## config.mk

```make
export PLATFORM = sky130hd
export DESIGN_NAME = pc_seq
export DESIGN_NICKNAME = d
export VERILOG_FILES = /design/src/rtl/pc_seq.sv
export SDC_FILE = /design/constraint.sdc
export NUM_CORES = 1
export LEC_CHECK = 0
export ABC_AREA = 1
export CAP_MARGIN = 0
export CORE_MARGIN = 3
export CORE_UTILIZATION = 47
export DETAILED_ROUTE_END_ITERATION = 16
export GPL_TIMING_DRIVEN = 0
export PLACE_DENSITY = 0.78
export SKIP_LAST_GASP = 1
export SYNTH_ARGS = -nofsm -noshare
export SYNTH_HDL_FRONTEND = slang
export SYNTH_SLANG_ARGS = --single-unit
```

## constraint.sdc

```tcl
create_clock -name i_clk -period 1.4 [get_ports i_clk]
set_input_delay 0.21 -clock i_clk [delete_from_list [all_inputs] [get_ports i_clk]]
set_output_delay 0.21 -clock i_clk [all_outputs]
set_load 0.05 [all_outputs]
```

## src/rtl/pc_seq.sv

```systemverilog
// pc_seq: fetch / decode / bit-serial execute / PC-update sequencer for the PC counter.
// Define PC_SEQ_SINGLE_STEP_EN to add i_step and a STEP_WAIT hold after each UPDATE.
module pc_seq #(
  parameter int ADDR_W = 3,
  parameter int DATA_W = 8,
  parameter int IDX_W  = $clog2(DATA_W)
) (
  input  logic              i_clk,
  input  logic              i_rst,
  input  logic              i_start,
`ifdef PC_SEQ_SINGLE_STEP_EN
  input  logic              i_step,
`endif
  input  logic [ADDR_W-1:0] i_addr_pc,
  input  logic              i_branch,
  input  logic              i_br_cond,
  input  logic [ADDR_W-1:0] i_br_target,
  input  logic              i_halt,
  input  logic              i_flag,
  output logic              o_fetch,
  output logic              o_bit_en,
  output logic [IDX_W-1:0]  o_bit_idx,
  output logic              o_con_incr,
  output logic [ADDR_W-1:0] o_addr_pcin,
  output logic              o_busy
);

  localparam logic [2:0] S_IDLE   = 3'd0;
  localparam logic [2:0] S_FETCH  = 3'd1;
  localparam logic [2:0] S_DECODE = 3'd2;
  localparam logic [2:0] S_EXEC   = 3'd3;
  localparam logic [2:0] S_UPDATE = 3'd4;
`ifdef PC_SEQ_SINGLE_STEP_EN
  localparam logic [2:0] S_STEP   = 3'd5;
`endif

  localparam logic [IDX_W-1:0] LAST = IDX_W'(DATA_W - 1);

  logic [2:0]        state_q, state_d;
  logic [IDX_W-1:0]  idx_q, idx_d;
  logic [ADDR_W-1:0] pc_q, pc_d;
  logic [ADDR_W-1:0] tgt_q, tgt_d;
  logic [ADDR_W-1:0] addr_q, addr_d;
  logic              br_q, br_d;
  logic              cond_q, cond_d;
  logic              taken;
  logic [ADDR_W-1:0] seq_pc;

  // i_flag is only consulted on the last execute bit
  assign taken  = br_q & (~cond_q | i_flag);
  assign seq_pc = pc_q + ADDR_W'(1);

  always_comb begin
    state_d = state_q;
    idx_d   = idx_q;
    pc_d    = pc_q;
    tgt_d   = tgt_q;
    addr_d  = addr_q;
    br_d    = br_q;
    cond_d  = cond_q;
    unique case (state_q)
      S_IDLE: begin
        if (i_start) state_d = S_FETCH;
      end
      S_FETCH: begin
        state_d = S_DECODE;
      end
      S_DECODE: begin
        pc_d    = i_addr_pc;
        br_d    = i_branch;
        cond_d  = i_br_cond;
        tgt_d   = i_br_target;
        idx_d   = '0;
        state_d = i_halt ? S_IDLE : S_EXEC;
      end
      S_EXEC: begin
        if (idx_q == LAST) begin
          idx_d   = '0;
          addr_d  = taken ? tgt_q : seq_pc;
          state_d = S_UPDATE;
        end else begin
          idx_d = idx_q + IDX_W'(1);
        end
      end
      S_UPDATE: begin
`ifdef PC_SEQ_SINGLE_STEP_EN
        state_d = S_STEP;
`else
        state_d = S_FETCH;
`endif
      end
`ifdef PC_SEQ_SINGLE_STEP_EN
      S_STEP: begin
        if (i_step) state_d = S_FETCH;
      end
`endif
      default: begin
        state_d = S_IDLE;
        idx_d   = '0;
      end
    endcase
  end

  always_ff @(posedge i_clk or posedge i_rst) begin
    if (i_rst) begin
      state_q <= S_IDLE;
      idx_q   <= '0;
      pc_q    <= '0;
      tgt_q   <= '0;
      addr_q  <= '0;
      br_q    <= 1'b0;
      cond_q  <= 1'b0;
    end else begin
      state_q <= state_d;
      idx_q   <= idx_d;
      pc_q    <= pc_d;
      tgt_q   <= tgt_d;
      addr_q  <= addr_d;
      br_q    <= br_d;
      cond_q  <= cond_d;
    end
  end

  assign o_fetch     = (state_q == S_FETCH);
  assign o_bit_en    = (state_q == S_EXEC);
  assign o_bit_idx   = idx_q;
  assign o_con_incr  = (state_q == S_UPDATE);
  assign o_addr_pcin = addr_q;
  assign o_busy      = (state_q != S_IDLE);

endmodule

```

======== After elaboration in Yosys (flattened, before gate mapping) ========
Index checks and enable logic that the tools add are counted.
cells by class
  $add $sub $neg .......................... 2
  $mul .................................... 0
  divide/modulo/power cells ............... 0
  $lt $le $gt $ge ......................... 0
  eq/ne operators ......................... 7
  shift-type cells ........................ 0
  muxes and demuxes ....................... 7
  bitwise logic cells ..................... 3
  reduce and logical (&&, ||, !) cells .... 5
operator list
  operator             number
  $pmux 3 s5           1
  $mux 3               4
  $add 3x1->3 const B  2
  $eq 3x2->1 const B   2
  $eq 3x3->1 const B   2
  $pmux 3 s2           1
  $reduce_and 2->1     2
  $eq 3x1->1 const B   1
  $logic_not 3->1      1
  $reduce_bool 3->1    1
  $reduce_or 3->1      1
  $mux 2               1
  $ne 2x1->1 const B   1
  $ne 2x2->1 const B   1
  $and 1x1->1          1
  $not 1->1            1
  $or 1x1->1           1
word-level totals
  bits in registers ....................... 17
  latch bits .............................. 0
  RAM bits ................................ 0
  bits in read-only memories .............. 0
  input port bits ......................... 13
  output and inout bits ................... 10
  logic and storage cells ................. 31
  memories kept ........................... 0

======== Depth between registers and ports, before layout ========
Gate-level depths: netlist of run 1.
  depth after elaboration ................. 4
  mapped depth ............................ 8

======== Worst setup path after synthesis of run 1 ========
OpenSTA, ideal clock, no wires.
  path type ............................... register to output
  from .................................... reg state_q[1]
  to ...................................... out o_con_incr
  arrival time ............................ 1.321 ns
  path slack .............................. -0.131 ns
  cell stages (with the launch flop) ...... 4
  path buffers ............................ 0
  cell sequence ........................... dfrtp_1 nor2_1 inv_1 nor2_1
between the ends
  longest elaborated chain between the ends .. 1
ends and longest elaborated chain
  item                    line  RTL
  start, declared         39    logic [2:0] state_q, state_d;
  start signal, assigned  114   state_q <= state_d;
  $eq 3x3->1              127   assign o_con_incr = (state_q == S_UPDATE);
  end, declared           23    output logic o_con_incr,
No other way between the ends.

======== Worst setup path after layout of run 1 ========
  from .................................... reg state_q[1]
  to ...................................... out o_fetch
between the ends
  longest elaborated chain between the ends .. 1
ends and longest elaborated chain
  item           line  RTL
  $eq 3x1->1     124   assign o_fetch = (state_q == S_FETCH);
  end, declared  20    output logic o_fetch,
No other way between the ends.

==> summary.txt, run 1 <==
Yosys
  – Netlist Area Pre-Place: 882 um2
  – Post-synthesis cell type count: 20
  – Yosys warning count: 0
  – Leading area contributor after synthesis: dfrtp_1
  – Synth Flop Type: dfrtp_1
  – Count leader, synth: nand2_1
  – EDFF count, synth: 0
  – Ys async rst share: 1.00
  – Synthesized instance count: 101
  – Syn avg cell area: 8.73 um2
  – Register area share after synthesis: 0.482
  – Post-Syn Nets: 117
  – Yosys top cell area share: 0.482
  – Top area cells in the synthesized netlist: dfrtp_1 48%, nand2_1 11%, inv_1 8.9%, ha_1 4.3%, o21ai_0 4.0%
  – Seq cells post-synth: 17
  – Most frequent cells after synthesis: 25 x nand2_1, 21 x inv_1, 17 x dfrtp_1, 7 x o21ai_0, 4 x nand3_1

Critical path
  – Critical Path Fanout Max: 4
  – Arrival @ worst endpoint: 1.22 ns
  – Reg2reg path depth: 8
  – Crit path capture type: output port
  – Crit path kind: reg2out
  – Data required, critical path: 1.19 ns
  – CP Launch Type: register

Placement
  – HPWL after DPL: 1.28 mm
  – GPL Wtd Cong: 0.752
  – PortBufs: 22

Detailed routing
  – Post-Route WL: 1.84 mm
  – Wire length per cell: 11.3 um
  – DR iter-0 viols: 9
  – Via count: 749
  – DRC violation count after routing: 0
  – Post-route antenna net violation count: 0
  – TritonRoute pass-1 iters: 4
  – Post-DR vias/cell: 4.62

Floorplanning
  – Core area: 0.00175 mm2
  – Die area: 0.00243 mm2
  – Ports: 23
  – Site Rows: 15
  – Die Ht: 49.3 um
  – Initial core utilization: 0.505
  – Die W: 49.3 um

Pwr
  – Clk pwr share: 0.096
  – Sequential share of power: 0.322
  – Combinational power share: 0.582
  – Peak VDD IR: 1070 uV
  – Power, Total: 2.68 mW
  – Leak: 0.652 nW
  – Sw Ratio: 0.469
  – P_int: 1.42 mW
  – Pwr Density: 2110 mW/mm2
  – Sw Pwr: 1.26 mW

Timing
  – Fin worst setup slack: -0.0259 ns
  – WHS: 0.275 ns
  – Final Max Slew Viols: 0
  – RSZ-0062 raised after global routing: yes
  – Final TNS setup: -0.0347 ns
  – Final hold vios: 0
  – Max Freq: 701 MHz
  – Slew Limit Headroom: 0.591
  – Clk_skew: 0.00779 ns
  – Fin crit period: 1.43 ns
  – Tcrit/Tclk final: 1.02
  – # setup viols final: 2
  – Measured slew at the worst slew-check pin: 0.613 ns

Clock tree
  – CTS Buf Count: 3
  – Root buf cell: clkbuf_4
  – Reg clk slew, reported paths: 0.10 ns
  – Hold_buf cts: 0
  – Clock Sinks: 17
  – Clk_lat worst skew: 0.29 ns
  – CTS tree: built
  – Clk buf depth: 2
  – H-Tree Depth: 1

Min path
  – Min-Delay Path Class: in2async

Global routing
  – Initial antenna violation count: 0
  – Global Route Usage Sum: 0.171
  – Global-route wire length before repair: 3.12 mm
  – Vias in the first global route: 732
  – Gr ovfl total: 0
  – Largest net degree at the start of global routing: 18

Outcome
  – Failing checks: negative setup slack
  – Status: finished, violations left

Layout
  – Nets@finish: 154
  – Share of cells above drive strength 1: 0.336
  – Area Overhead vs Synth: 43.7%
  – Number of diodes: 0

Job
  – Max Cap Viol: 0
-- power groups by stage --
| stage | combinational, mW | sequential (mW) | clock, mW |
|---|---|---|---|
| 2_1_floorplan | 0.798 | 1.01 | 0 |
| 3_3_place_gp | 1.28 | 0.857 | 0 |
| 3_5_place_dp | 1.32 | 0.876 | 0 |
| 4_1_cts | 1.42 | 0.861 | 0.272 |
| 5_1_grt | 1.71 | 0.889 | 0.286 |
| 6_report | 1.56 | 0.864 | 0.257 |
-- worst max-delay path: stages (launching register included) --
cell and delay, ns:
dfrtp_2 0.45, buf_6 0.14, inv_2 0.06, nand3_2 0.07, inv_2 0.07, buf_8 0.14
-- timing repair --
action                                  in CTS  in global routing
endpoints found under the setup margin      10                  9
pin swaps                                    1                  1
gates resized for setup                     46                 12
buffers inserted                             5                  5
-- cell families (layout without fill, tap and decap cells) --
| kind of cell | after synthesis | after routing | share of synthesized area |
|---|---|---|---|
| AND/OR/NAND/NOR | 43 | 43 | 0.275 |
| buffers and inverters | 24 | 60 | 0.116 |
| flip-flops | 17 | 17 | 0.482 |
| AO/OA/AOI/OAI | 13 | 13 | 0.0737 |
| adder cells (fa/ha/maj) | 3 | 3 | 0.0426 |
| XOR/XNOR | 1 | 1 | 0.00993 |
-- area by class of cell --
class | count | area, um2
sequential | 17 | 432
timing repair buffer | 32 | 300
fill | 135 | 478
inverter | 23 | 93.8
tap | 25 | 31.3
multi-input combinational | 60 | 372
clock buffer | 3 | 22.5
clock inverter | 1 | 5.00
buffer | 1 | 11.3
-- flip-flops by register name, summed over array words and instances (netlist names) --
name	flops
o_addr_pcin	3
o_bit_idx	3
pc_q	3
state_q	3
tgt_q	3
br_q	1
cond_q	1
-- path summary, 6_finish.rpt --
| kind | slack, ns | endpoint | startpoint |
|---|---|---|---|
| max | -0.03 | o_fetch | state_q[1] |
| min | 0.28 | o_bit_idx[2] | i_rst |
| max reg2reg | 0.11 | state_q[0] | o_bit_idx[0] |
| min reg2reg | 0.49 | o_addr_pcin[1] | o_addr_pcin[1] |
| max in group asynchronous | 0.68 | state_q[0] | i_rst |
| min in group i_clk | 0.44 | cond_q | i_br_cond |
-- per-stage QoR --
stage | cells | util | setup WS [ns] | instance area [um2]
floorplan | 101 | - | 0.00975 | 887
global placement | 148 | 0.652 | -0.389 | 1140
detailed placement | 148 | 0.652 | -0.493 | 1140
CTS | 157 | 0.701 | -0.0835 | 1220
global route | 162 | 0.726 | -0.0632 | 1270
finish | 162 | 0.726 | -0.0259 | 1270
-- layout by cell type, fill, tap and decap left out, types with 2 or more instances in the layout --
master / instances
a21oi_1: 3
buf_4: 10
buf_6: 3
buf_8: 2
clkbuf_2: 2
clkbuf_4: 3
clkdlybuf4s15_1: 2
clkdlybuf4s15_2: 2
clkdlybuf4s50_1: 12
dfrtp_1: 12
dfrtp_2: 5
ha_1: 2
inv_1: 17
inv_2: 4
nand2_1: 25
nand2_4: 2
nand3_1: 3
nand3_2: 4
nand3b_1: 2
o21ai_0: 7
o21ai_1: 3
-- layer usage --
| layer | vias up | GRT usage | share of wire |
|---|---|---|---|
| li1 | 380 | - | - |
| met1 | 340 | 0.195 | 0.39 |
| met2 | 24 | 0.292 | 0.53 |
| met3 | 5 | 0.0245 | 0.050 |
| met4 | 0 | 0.114 | 0.027 |
| met5 | - | 0 | 0 |
(Power assumes the default switching activity.)
==> run 2: changes to the inputs <==
--- a/config.mk
+++ b/config.mk
@@ -10,6 +10,7 @@
 export CORE_MARGIN = 3
 export CORE_UTILIZATION = 47
 export DETAILED_ROUTE_END_ITERATION = 16
+export GPL_ROUTABILITY_DRIVEN = 0
 export GPL_TIMING_DRIVEN = 0
 export PLACE_DENSITY = 0.78
 export SKIP_LAST_GASP = 1
==> constraint.sdc (replaced) <==
create_clock -name i_clk -period 1.5 [get_ports i_clk]
set_input_delay 0.225 -clock i_clk [delete_from_list [all_inputs] [get_ports i_clk]]
set_output_delay 0.225 -clock i_clk [all_outputs]
set_load 0.05 [all_outputs]
==> run 2 against run 1 <==
The run now ends clean. Register-to-register slack improved by 0.08 ns. Clock power is 8.2% lower. Global-route usage fell by 2.9 points. Via count is 10% lower. Power down 17%. Final cell count down 6.2%. Sequential cell count unchanged. Wire length shrank 16%. Combinational power is 25% lower. Utilization is 6.6 points lower. Clock skew is 0.0037 ns lower.
==> summary.txt, run 2 (synthesis results as in run 1) <==
Timing
  – Measured slew at the worst slew-check pin: 0.631 ns (+0.0183 ns)
  – # setup viols final: 0 (-2)
  – Final hold vios: 0 (unchanged)
  – Fin crit period: 1.47 ns
  – Max Freq: 680 MHz
  – RSZ-0062 raised after global routing: yes
  – Tcrit/Tclk final: 0.981
  – Slew Limit Headroom: 0.579 (-0.0122)
  – Final Max Slew Viols: 0 (unchanged)
  – Clk_skew: 0.00407 ns (-0.00372 ns)

Floorplanning
  – Die area: 0.00243 mm2 (unchanged)
  – Core area: 0.00175 mm2 (unchanged)
  – Die Ht: 49.3 um (unchanged)
  – Initial core utilization: 0.505 (unchanged)
  – Site Rows: 15 (unchanged)
  – Ports: 23 (unchanged)
  – Die W: 49.3 um (unchanged)

Clock tree
  – Total setup buffers inserted after CTS: 0 (-5)
  – Root buf cell: clkbuf_4
  – CTS Buf Count: 3 (unchanged)
  – Clk_lat worst skew: 0.28 ns (about the same)
  – Reg clk slew, reported paths: 0.09 ns (about the same)
  – Clk buf depth: 2 (unchanged)
  – CTS tree: built
  – H-Tree Depth: 1 (unchanged)
  – Hold_buf cts: 0 (unchanged)
  – Clock Sinks: 17 (unchanged)

Global routing
  – Vias in the first global route: 643 (-12%)
  – Initial antenna violation count: 0 (unchanged)
  – Global Route Usage Sum: 0.142 (-0.0290)
  – Global-route wire length before repair: 2.66 mm (-15%)
  – Gr ovfl total: 0 (unchanged)
  – Largest net degree at the start of global routing: 18 (unchanged)

Layout
  – Post-Layout Inst Area: 0.00115 mm2 (-9.1%)
  – Nets@finish: 144 (-6.5%)
  – Most frequent cells in the layout: 25 x nand2_1, 21 x inv_1, 14 x dfrtp_1
  – Final core occ: 0.660 (-0.0659)
  – Fill cells: 170 (+26%)
  – Share of cells above drive strength 1: 0.181 (-0.155)
  – Number of diodes: 0 (unchanged)
  – Most common cell after layout, fill and taps aside: nand2_1
  – Area Overhead vs Synth: 30.6%

Critical path
  – Critical Path Fanout Max: 5 (+1)
  – Arrival @ worst endpoint: 1.25 ns (+0.03 ns)
  – CP Launch Type: register
  – Slowest CP cell: dfrtp_2
  – Most used cell, CP: nor2_2
  – Critical path, cell by cell: nor2_2 > inv_1 > nor2_2 > buf_4
  – Crit path buffers/inverters: 2 (-2)
  – Crit path capture type: output port
  – Crit path kind: reg2out
  – CP delay by family, top: flip-flops
  – Data required, critical path: 1.27 ns (+0.08 ns)
  – CP max stage delay: 0.47 ns (+0.02 ns)

Pwr
  – Pwr Density: 1920 mW/mm2 (-9.3%)
  – Sw Pwr: 1.06 mW (-15%)
  – Sw Ratio: 0.481 (+0.0117)
  – Combinational power share: 0.527 (-0.055)
  – P_int: 1.15 mW (-19%)
  – Clk pwr share: 0.107 (+0.011)
  – Peak VDD IR: 1160 uV (+8.2%)
  – Leak: 0.612 nW (-6.2%)
  – Sequential share of power: 0.366 (+0.044)

Detailed routing
  – Post-Route WL: 1.54 mm (-16%)
  – Wire length per cell: 10.1 um (-11%)
  – Post-route antenna net violation count: 0 (unchanged)
  – DRC violation count after routing: 0 (unchanged)
  – DR iter-0 viols: 12 (+3)
  – Post-DR vias/cell: 4.43 (-4.2%)
  – Via count: 673 (-10%)
  – TritonRoute pass-1 iters: 4 (unchanged)

Placement
  – HPWL after DPL: 1.22 mm (-5.0%)
  – PortBufs: 22 (unchanged)
  – Placed cell areas: 0.00114 mm2 (-0.22%)

Min path
  – Min-Delay Path Class: in2async

Outcome
  – Status: completed

Job
  – Max Cap Viol: 0 (unchanged)
-- run 2: final cells by class --
type | count | area, um2 | share of cell area
multi-input cells | 60 | 359 | 0.312
plain buffers | 1 | 11.3 | 0.00977
flip-flops and latches | 17 | 429 | 0.372
inverters | 23 | 93.8 | 0.0814
clock buffers | 4 | 26.3 | 0.0228
well taps | 25 | 31.3 | 0.0271
repair buffers | 22 | 201 | 0.175
-- run 2: final timing paths --
check,from,end,slack (ns),depth (start not counted)
worst max register to register,o_bit_idx[0],state_q[0],0.19,8
max in group asynchronous,i_rst,state_q[2],0.74,2
worst max-delay path,state_q[1],o_con_incr,0.03,4
worst min-delay path,i_rst,o_bit_idx[1],0.31,2
min in group i_clk,i_br_target[0],tgt_q[0],0.47,3
worst min register to register,o_addr_pcin[1],o_addr_pcin[1],0.48,2
-- run 2: routing by layer --
metal	vias up	track usage	wire, um
li1	360	-	-
met5	-	0	0
met1	289	0.188	727
met4	0	0.0569	29
met2	20	0.230	701
met3	4	0.0214	83
-- run 2: through the flow --
step	TNS (ns)	hold slack, ns	total power [mW]	instances	setup slack [ns]
floorplan	0	0.151	1.69	101	0.00139
global placement	-0.981	0.465	1.99	148	-0.308
detailed placement	-1.03	0.467	2.04	148	-0.338
CTS	-0.212	0.334	2.22	152	-0.212
global route	-0.0222	0.364	2.39	152	-0.0222
finish	0	0.313	2.21	152	0.0291
-- run 2: power by group through the flow --
| stage | Clock (mW) | Combinational [mW] | Sequential, mW |
|---|---|---|---|
| after floorplan | 0 | 0.745 | 0.941 |
| after global placement | 0 | 1.20 | 0.796 |
| after detailed placement | 0 | 1.23 | 0.807 |
| after CTS | 0.244 | 1.17 | 0.802 |
| after global routing | 0.261 | 1.28 | 0.840 |
| final | 0.236 | 1.17 | 0.809 |
-- run 2: what timing repair did --
item	4_1_cts	5_1_grt
resized for setup	26	10
setup endpoints to repair	10	4
pin swaps	0	0
